File: src/rtl/dcache_miss_controller.sv
`default_nettype none
// ============================================================================
// Module   : dcache_miss_controller
// Purpose  : MEM-stage data-cache miss handler: dirty-victim writeback,
//            word-by-word line refill over req/ack, then tag install.
// Revision : 1.0 - initial release
// ============================================================================
module dcache_miss_controller #(
    parameter int LINE_WORDS    = 4,
    parameter int WORD_IDX_BITS = $clog2(LINE_WORDS)
) (
    input  logic                     clk,
    input  logic                     rst,
    input  logic                     MemAccessM,
    input  logic                     HitM,
    input  logic                     DirtyM,
    input  logic [31:0]              AddrM,
    input  logic [31:0]              VictimAddrM,
    input  logic [31:0]              victim_rdata,
    input  logic [31:0]              mem_rdata,
    input  logic                     mem_ack,
    output logic                     StallM,
    output logic                     mem_req,
    output logic                     mem_we,
    output logic [31:0]              mem_addr,
    output logic [31:0]              mem_wdata,
    output logic [WORD_IDX_BITS-1:0] victim_word_idx,
    output logic                     refill_we,
    output logic [WORD_IDX_BITS-1:0] refill_word_idx,
    output logic [31:0]              refill_data,
    output logic                     tag_we
);

    localparam int                       c_OFFSET_BITS = WORD_IDX_BITS + 2;
    localparam logic [WORD_IDX_BITS-1:0] c_LAST_BEAT   = WORD_IDX_BITS'(LINE_WORDS - 1);
    localparam logic [WORD_IDX_BITS-1:0] c_BEAT_ONE    = WORD_IDX_BITS'(1);

    typedef enum logic [1:0] {
        S_IDLE      = 2'd0,
        S_WRITEBACK = 2'd1,
        S_REFILL    = 2'd2,
        S_INSTALL   = 2'd3
    } state_t;

    state_t                   r_state;
    logic [WORD_IDX_BITS-1:0] r_beat;
    logic [31:0]              r_miss_line;
    logic [31:0]              r_victim_line;

    logic                     w_miss;
    logic                     w_last_beat;
    logic [31:0]              w_beat_offset;
    logic                     w_unused_offset_bits;

    assign w_miss               = MemAccessM & ~HitM;
    assign w_last_beat          = (r_beat == c_LAST_BEAT);
    assign w_beat_offset        = 32'({r_beat, 2'b00});
    assign w_unused_offset_bits = ^AddrM[c_OFFSET_BITS-1:0];

    always_ff @(posedge clk) begin
        if (rst) begin
            r_state       <= S_IDLE;
            r_beat        <= '0;
            r_miss_line   <= '0;
            r_victim_line <= '0;
        end else begin
            case (r_state)
                S_IDLE: begin
                    if (w_miss) begin
                        r_miss_line   <= {AddrM[31:c_OFFSET_BITS], {c_OFFSET_BITS{1'b0}}};
                        r_victim_line <= VictimAddrM;
                        r_beat        <= '0;
                        r_state       <= DirtyM ? S_WRITEBACK : S_REFILL;
                    end
                end
                S_WRITEBACK: begin
                    if (mem_ack) begin
                        if (w_last_beat) begin
                            r_beat  <= '0;
                            r_state <= S_REFILL;
                        end else begin
                            r_beat  <= r_beat + c_BEAT_ONE;
                        end
                    end
                end
                S_REFILL: begin
                    if (mem_ack) begin
                        r_beat <= r_beat + c_BEAT_ONE;
                        if (w_last_beat) begin
                            r_state <= S_INSTALL;
                        end
                    end
                end
                S_INSTALL: begin
                    r_state <= S_IDLE;
                end
                default: begin
                    r_state <= S_IDLE;
                end
            endcase
        end
    end

    // Outputs are combinational so the stall and refill write land in the
    // same cycle as the miss / ack; reset overrides everything.
    always_comb begin
        StallM          = 1'b0;
        mem_req         = 1'b0;
        mem_we          = 1'b0;
        mem_addr        = '0;
        mem_wdata       = '0;
        victim_word_idx = '0;
        refill_we       = 1'b0;
        refill_word_idx = '0;
        refill_data     = '0;
        tag_we          = 1'b0;
        if (!rst) begin
            case (r_state)
                S_IDLE: begin
                    StallM = w_miss;
                end
                S_WRITEBACK: begin
                    StallM          = 1'b1;
                    mem_req         = 1'b1;
                    mem_we          = 1'b1;
                    mem_addr        = r_victim_line + w_beat_offset;
                    victim_word_idx = r_beat;
                    mem_wdata       = victim_rdata;
                end
                S_REFILL: begin
                    StallM   = 1'b1;
                    mem_req  = 1'b1;
                    mem_addr = r_miss_line + w_beat_offset;
                    if (mem_ack) begin
                        refill_we       = 1'b1;
                        refill_word_idx = r_beat;
                        refill_data     = mem_rdata;
                    end
                end
                S_INSTALL: begin
                    StallM = 1'b1;
                    tag_we = 1'b1;
                end
                default: begin
                    StallM = 1'b0;
                end
            endcase
        end
    end

endmodule
`default_nettype wire

File: config.mk
export PLATFORM = sky130hd
export DESIGN_NAME = dcache_miss_controller
export DESIGN_NICKNAME = d
export VERILOG_FILES = /design/src/rtl/dcache_miss_controller.sv
export SDC_FILE = /design/constraint.sdc
export NUM_CORES = 1
export LEC_CHECK = 0
export ABC_CLOCK_PERIOD_IN_PS = 3000
export BUFFER_PORTS_ARGS = -buffer_cell sky130_fd_sc_hd__buf_2
export CORE_MARGIN = 4
export CORE_UTILIZATION = 44
export CTS_BUF_LIST = sky130_fd_sc_hd__clkbuf_8
export CTS_CLUSTER_SIZE = 8
export DETAILED_ROUTE_END_ITERATION = 6
export GPL_ROUTABILITY_DRIVEN = 0
export GPL_TIMING_DRIVEN = 1
export PLACE_DENSITY = 0.8
export SETUP_SLACK_MARGIN = 0.02
export SLEW_MARGIN = 20
export SYNTH_ARGS = -nofsm -noshare
export SYNTH_HDL_FRONTEND = slang
export SYNTH_SLANG_ARGS = --single-unit
File: constraint.sdc
create_clock -name clk -period 3 [get_ports clk]
set_input_delay 0.6 -clock clk [delete_from_list [all_inputs] [get_ports clk]]
set_output_delay 0.6 -clock clk [all_outputs]
set_load 0.03 [all_outputs]
Word level (Yosys, flattened, before mapping)
Cells that the tools add are included.
- word-level logic and storage cells: 60
- output and inout port bits: 105
- bits in registers: 64
- add/subtract/negate cells: 3
- equality and inequality tests: 9
- reductions and logical operators: 7
- mux-type cells: 35
- bitwise operators: 2
- operator list (cell ; number):
    $mux W32 ; 6
    $add A32 B4 Y32 ; 2
    $pmux W32 S2 ; 1
    $mux W2 ; 15
    $mux W1 ; 10
    $ne A2 B2 Y1 const B ; 5
    $pmux W2 S4 ; 1
    $eq A2 B2 Y1 const B ; 3
    $pmux W2 S3 ; 1
    $reduce_and A5 Y1 ; 1
    $reduce_and A4 Y1 ; 1
    $reduce_bool A3 Y1 ; 1
    $reduce_or A3 Y1 ; 1
    $add A2 B1 Y2 const B ; 1
    $eq A2 B1 Y1 const B ; 1
    $logic_not A2 Y1 ; 1
    $pmux W1 S2 ; 1
    $reduce_and A2 Y1 ; 1
    $reduce_or A2 Y1 ; 1
    $and A1 B1 Y1 ; 1
    $not A1 Y1 ; 1

Longest topological paths before layout
- depth after elaboration: 4
- gate-level depth with buffers: 8
- gate-level depth less buffers: 7

Worst setup path after synthesis
No wires, ideal clock.
- kind: reg2out
- from: register r_beat[0]
- to: output mem_addr[30]
- path buffers: 0
- path slack: 0.004 ns
- stages on the path, launching flop included: 8
- arrival time: 2.396 ns
- required time: 2.400 ns
- cell sequence: dfxtp_1 > ha_1 > fa_1 > nand4_1 > nor4_1 > nand4_1 > xor2_1 > o21ai_0
- cells in the longest elaborated chain, start to end: 3
- ends and longest elaborated chain (element ; line ; RTL):
    start, declared ; 46 ; logic [WORD_IDX_BITS-1:0] r_beat;
    start signal, assigned ; 82 ; r_beat <= r_beat + c_BEAT_ONE;
    start signal, assigned ; 88 ; r_beat <= r_beat + c_BEAT_ONE;
    $add A32 B4 Y32 (on tied branches) ; 133, 126 ;
    $pmux W32 S2 (*) ; 118 ; case (r_state)
    $mux W32 (*) ; 117 ; if (!rst) begin
    end, declared ; 25 ; output logic [31:0] mem_addr,
Mark *: on every way between the ends. The rest lies on a longest branch, timed or not.

Worst setup path after layout
- from: register r_victim_line[15]
- to: output mem_addr[29]
- cells in the longest elaborated chain, start to end: 3
- ends and longest elaborated chain (element ; line ; RTL):
    start, declared ; 48 ; logic [31:0] r_victim_line;
    start signal, assigned ; 71 ; r_victim_line <= VictimAddrM;
    $add A32 B4 Y32 ; 126 ; mem_addr = r_victim_line + w_beat_offset;
    $pmux W32 S2 ; 118 ;
    $mux W32 ; 117 ;
Every way passes these cells.

==> impl_metrics.py <==
metrics = {
    "outcome": {
        "status": "completed",
    },
    "worst_setup_path": {
        "worstPathArrival_ns": 2.32,
        "crit_required_ns": 2.40,
        "cp_max_fo": 7,
        "crit_start": "r_victim_line[15]",
        "r2r-start": "r_state[0]",
        "critPathCaptureType": "output port",
        "rrSetupSlack_ns": 1.04,
        "r2r_end": "r_state[0]",
        "rr_worst_depth": 7,
        "crit_type": "reg2out",
        "startpoint_type": "flop",
    },
    "clocking": {
        "cts_tree": "built",
        "root_buffer": "clkbuf_8",
        "cts-buffers-inserted": 9,
        "cts.sinks": 64,
        "clk_pin_slew_worst_paths_ns": 0.07,
        "cts_max_path_buffers": 2,
        "h-tree-depth": 3,
        "clock_latency_ns": 0.34,
    },
    "synth": {
        "avgSynthCellArea_um2": 7.078,
        "ys.warnings.count": 0,
        "synth_top_family_by_area": "simple AND/OR/NAND/NOR gates",
        "synthesis.nets": 679,
        "synthMuxAreaShare_pct": 0.2639,
        "async_reset_ff_share_pct": 0,
        "synth_edf_count": 0,
        "synthFlopType": "dfxtp_1",
        "synth_seq_cells": 64,
        "ys_types": 37,
        "synth_seq_area_share_pct": 33.77,
        "synthCells": 536,
        "yosys.area_share.simple_pct": 37.40,
        "syn_area_um2": 3794,
        "synth_compound_area_share_pct": 14.38,
        "synth-xor-area-share_pct": 6.464,
        "synthAdderAreaFrac_pct": 3.166,
    },
    "floorplanning": {
        "ios": 239,
        "die_area_um2": 10170,
        "core_area_um2": 8299,
        "fp.dieW_um": 100.9,
        "initial_utilization_pct": 45.71,
        "die_y_um": 100.9,
        "fp-row-count": 33,
    },
    "sta": {
        "worst_slack_ns": 0.08037,
        "slew_viol_final": 0,
        "min_period_over_period_pct": 97.32,
        "rsz0062_at_grt": "yes",
        "tightest_slew_ns": 0.6636,
        "relSlewSlack_pct": 55.76,
        "holdWs_ns": 0.4540,
        "skew_ns": 0.005842,
        "period_minus_slack_ns": 2.920,
        "setup-violations-final": 0,
        "max_freq_mhz": 342.5,
        "hold_viol": 0,
    },
    "drt": {
        "wirelength_um": 15010,
        "routed-via-count": 4578,
        "wl_per_cell_um": 17.14,
        "drc": 0,
        "ant_nets": 0,
        "drt-pass1-iter-count": 5,
        "vias_per_cell": 5.226,
        "drtIter0Drc": 391,
    },
    "global_route": {
        "grt_overflow_total": 0,
        "grt_pass1_vias": 4369,
        "use_met1_pct": 33.77,
        "grt_pass1_wl_um": 22470,
        "busiest_layer": "met2",
        "grt_max_degree": 61,
        "grt_antenna_before_repair": 6,
        "use_met2_pct": 47.44,
        "grt_usage_pct": 28.42,
        "use_met3_pct": 5.675,
    },
    "flow_run": {
        "cap_violations": 0,
    },
    "hold_path": {
        "hold_depth": 2,
        "hp-start": "r_victim_line[0]",
        "holdPathEnd": "r_victim_line[0]",
        "min_path_type": "reg2reg",
    },
    "final_layout": {
        "drive_above_1_share_pct": 37.86,
        "syn_to_final_growth_pct": 42.51,
        "n_fill_cell": 735,
        "nNetsFinal": 905,
        "regArea_um2": 1287,
        "multi_input_area_um2": 2447,
    },
    "placement": {
        "pre_cts_slack_ns": 0.05166,
        "dp_hpwl_um": 11890,
        "io_buffers": 234,
    },
    "power": {
        "p_leak_uw": 0.002619,
        "vdd_drop_max_mv": 0.3277,
        "finalPower_uw": 2819,
        "power_density_nw_per_um2": 521.5,
    },
}
## metal layers
metal,part of all wire [%],vias to the layer above
met5,0.047,-
met4,4.8,2
met3,8.8,50
met2,49,241
met1,37,2069
li1,-,2216
## cells by family (layout without fill, tap and decap cells)
kind of cell / count (synthesis) / in the layout
other cells: 0 / 5
compound gates: 102 / 102
flops: 64 / 64
xor+xnor: 28 / 28
simple gates: 288 / 288
mux: 1 / 1
buf+inv: 44 / 274
fa+ha+maj: 9 / 9
## cell type report
| type | count | area share [%] |
|---|---|---|
| multi-input cells | 428 | 45.27 |
| repair buffers | 251 | 24.53 |
| flip-flops and latches | 64 | 23.81 |
| clock buffers | 10 | 2.546 |
| well taps | 105 | 2.430 |
| clock inverters | 5 | 0.6249 |
| inverters | 8 | 0.5554 |
| diodes | 5 | 0.2314 |
## layout by cell type, fill, tap and decap left out, types with 2 or more instances in the layout
master,Yosys,routed
xnor2_1,16,16
nor2_1,18,17
ha_1,8,5
nor3_1,4,3
or2_4,0,2
nand4_1,6,6
o21ai_0,21,16
nor4_4,2,4
nand2b_1,3,3
inv_1,8,7
clkinvlp_4,0,2
nand2_1,158,157
nor2b_1,3,3
nand3_1,6,6
dfxtp_1,64,59
a211oi_1,3,3
buf_2,0,226
nand4_4,1,2
buf_4,0,23
buf_6,1,2
ha_2,0,2
a22oi_1,7,7
o21ai_1,4,9
dfxtp_2,0,5
and2_1,68,68
clkinv_2,0,2
a21oi_1,64,64
and4_1,5,4
diode_2,0,5
clkbuf_8,0,10
and3_1,4,4
xor2_1,12,12
## metrics by stage
| step | TNS (ns) | utilization, % | instance area, um^2 | instances |
|---|---|---|---|---|
| after floorplan | 0 | - | 3794 | 536 |
| after global placement | 0 | 61.01 | 5064 | 852 |
| after detailed placement | 0 | 61.01 | 5064 | 852 |
| after CTS | 0 | 64.00 | 5311 | 869 |
| after global routing | -0.005952 | 65.14 | 5406 | 876 |
| final | 0 | 65.14 | 5406 | 876 |
## worst max-delay path by stage
stage	to	cells after the start
floorplan	mem_addr[26]	7
global placement	mem_addr[30]	8
detailed placement	mem_addr[30]	8
CTS	mem_addr[24]	9
global route	mem_addr[28]	9
finish	mem_addr[29]	6
## Yosys cell counts (all sizes together) (2+ instances only)
master  count  share of area (%)
nand3       6               0.79
nor4        5                1.6
xnor2      16                3.7
nand2     158                 16
or2         2               0.33
dfxtp      64                 34
xor2       12                2.8
nor2b       3               0.49
and4        5                1.2
nand2b      3               0.49
a21oi      64                8.4
nand4       8                1.9
ha          8                2.6
clkbuf     35                3.5
nor3        4               0.53
o21ai      25                3.3
and2       68                 11
a211oi      3               0.59
nor2       18                1.8
a22oi       7                1.4
inv         8               0.79
and3        4               0.66
## where the power goes
part	internal, uW	switching [uW]
registers	953	103
logic	381	727
clock network	316	339
total	1650	1170
## critical path: stages, from the launching register on
cell and delay (ns):
dfxtp_1 0.47, and4_2 0.35, nand4_4 0.21, nor4_4 0.32, xnor2_1 0.10, o21ai_0 0.26, buf_2 0.26
## repair_timing
item                                    CTS  global route
endpoints found under the setup margin   10            56
pin swaps                                 4             6
hold buffers                              0             0
buffers inserted                          2             2
gates resized for setup                  16            22
## sequential cells by signal, summed over array words and instances, names as in the netlist
name and cells:
r_victim_line 32, r_miss_line 28, r_beat 2, r_state 2
(Power assumes the default switching activity.)
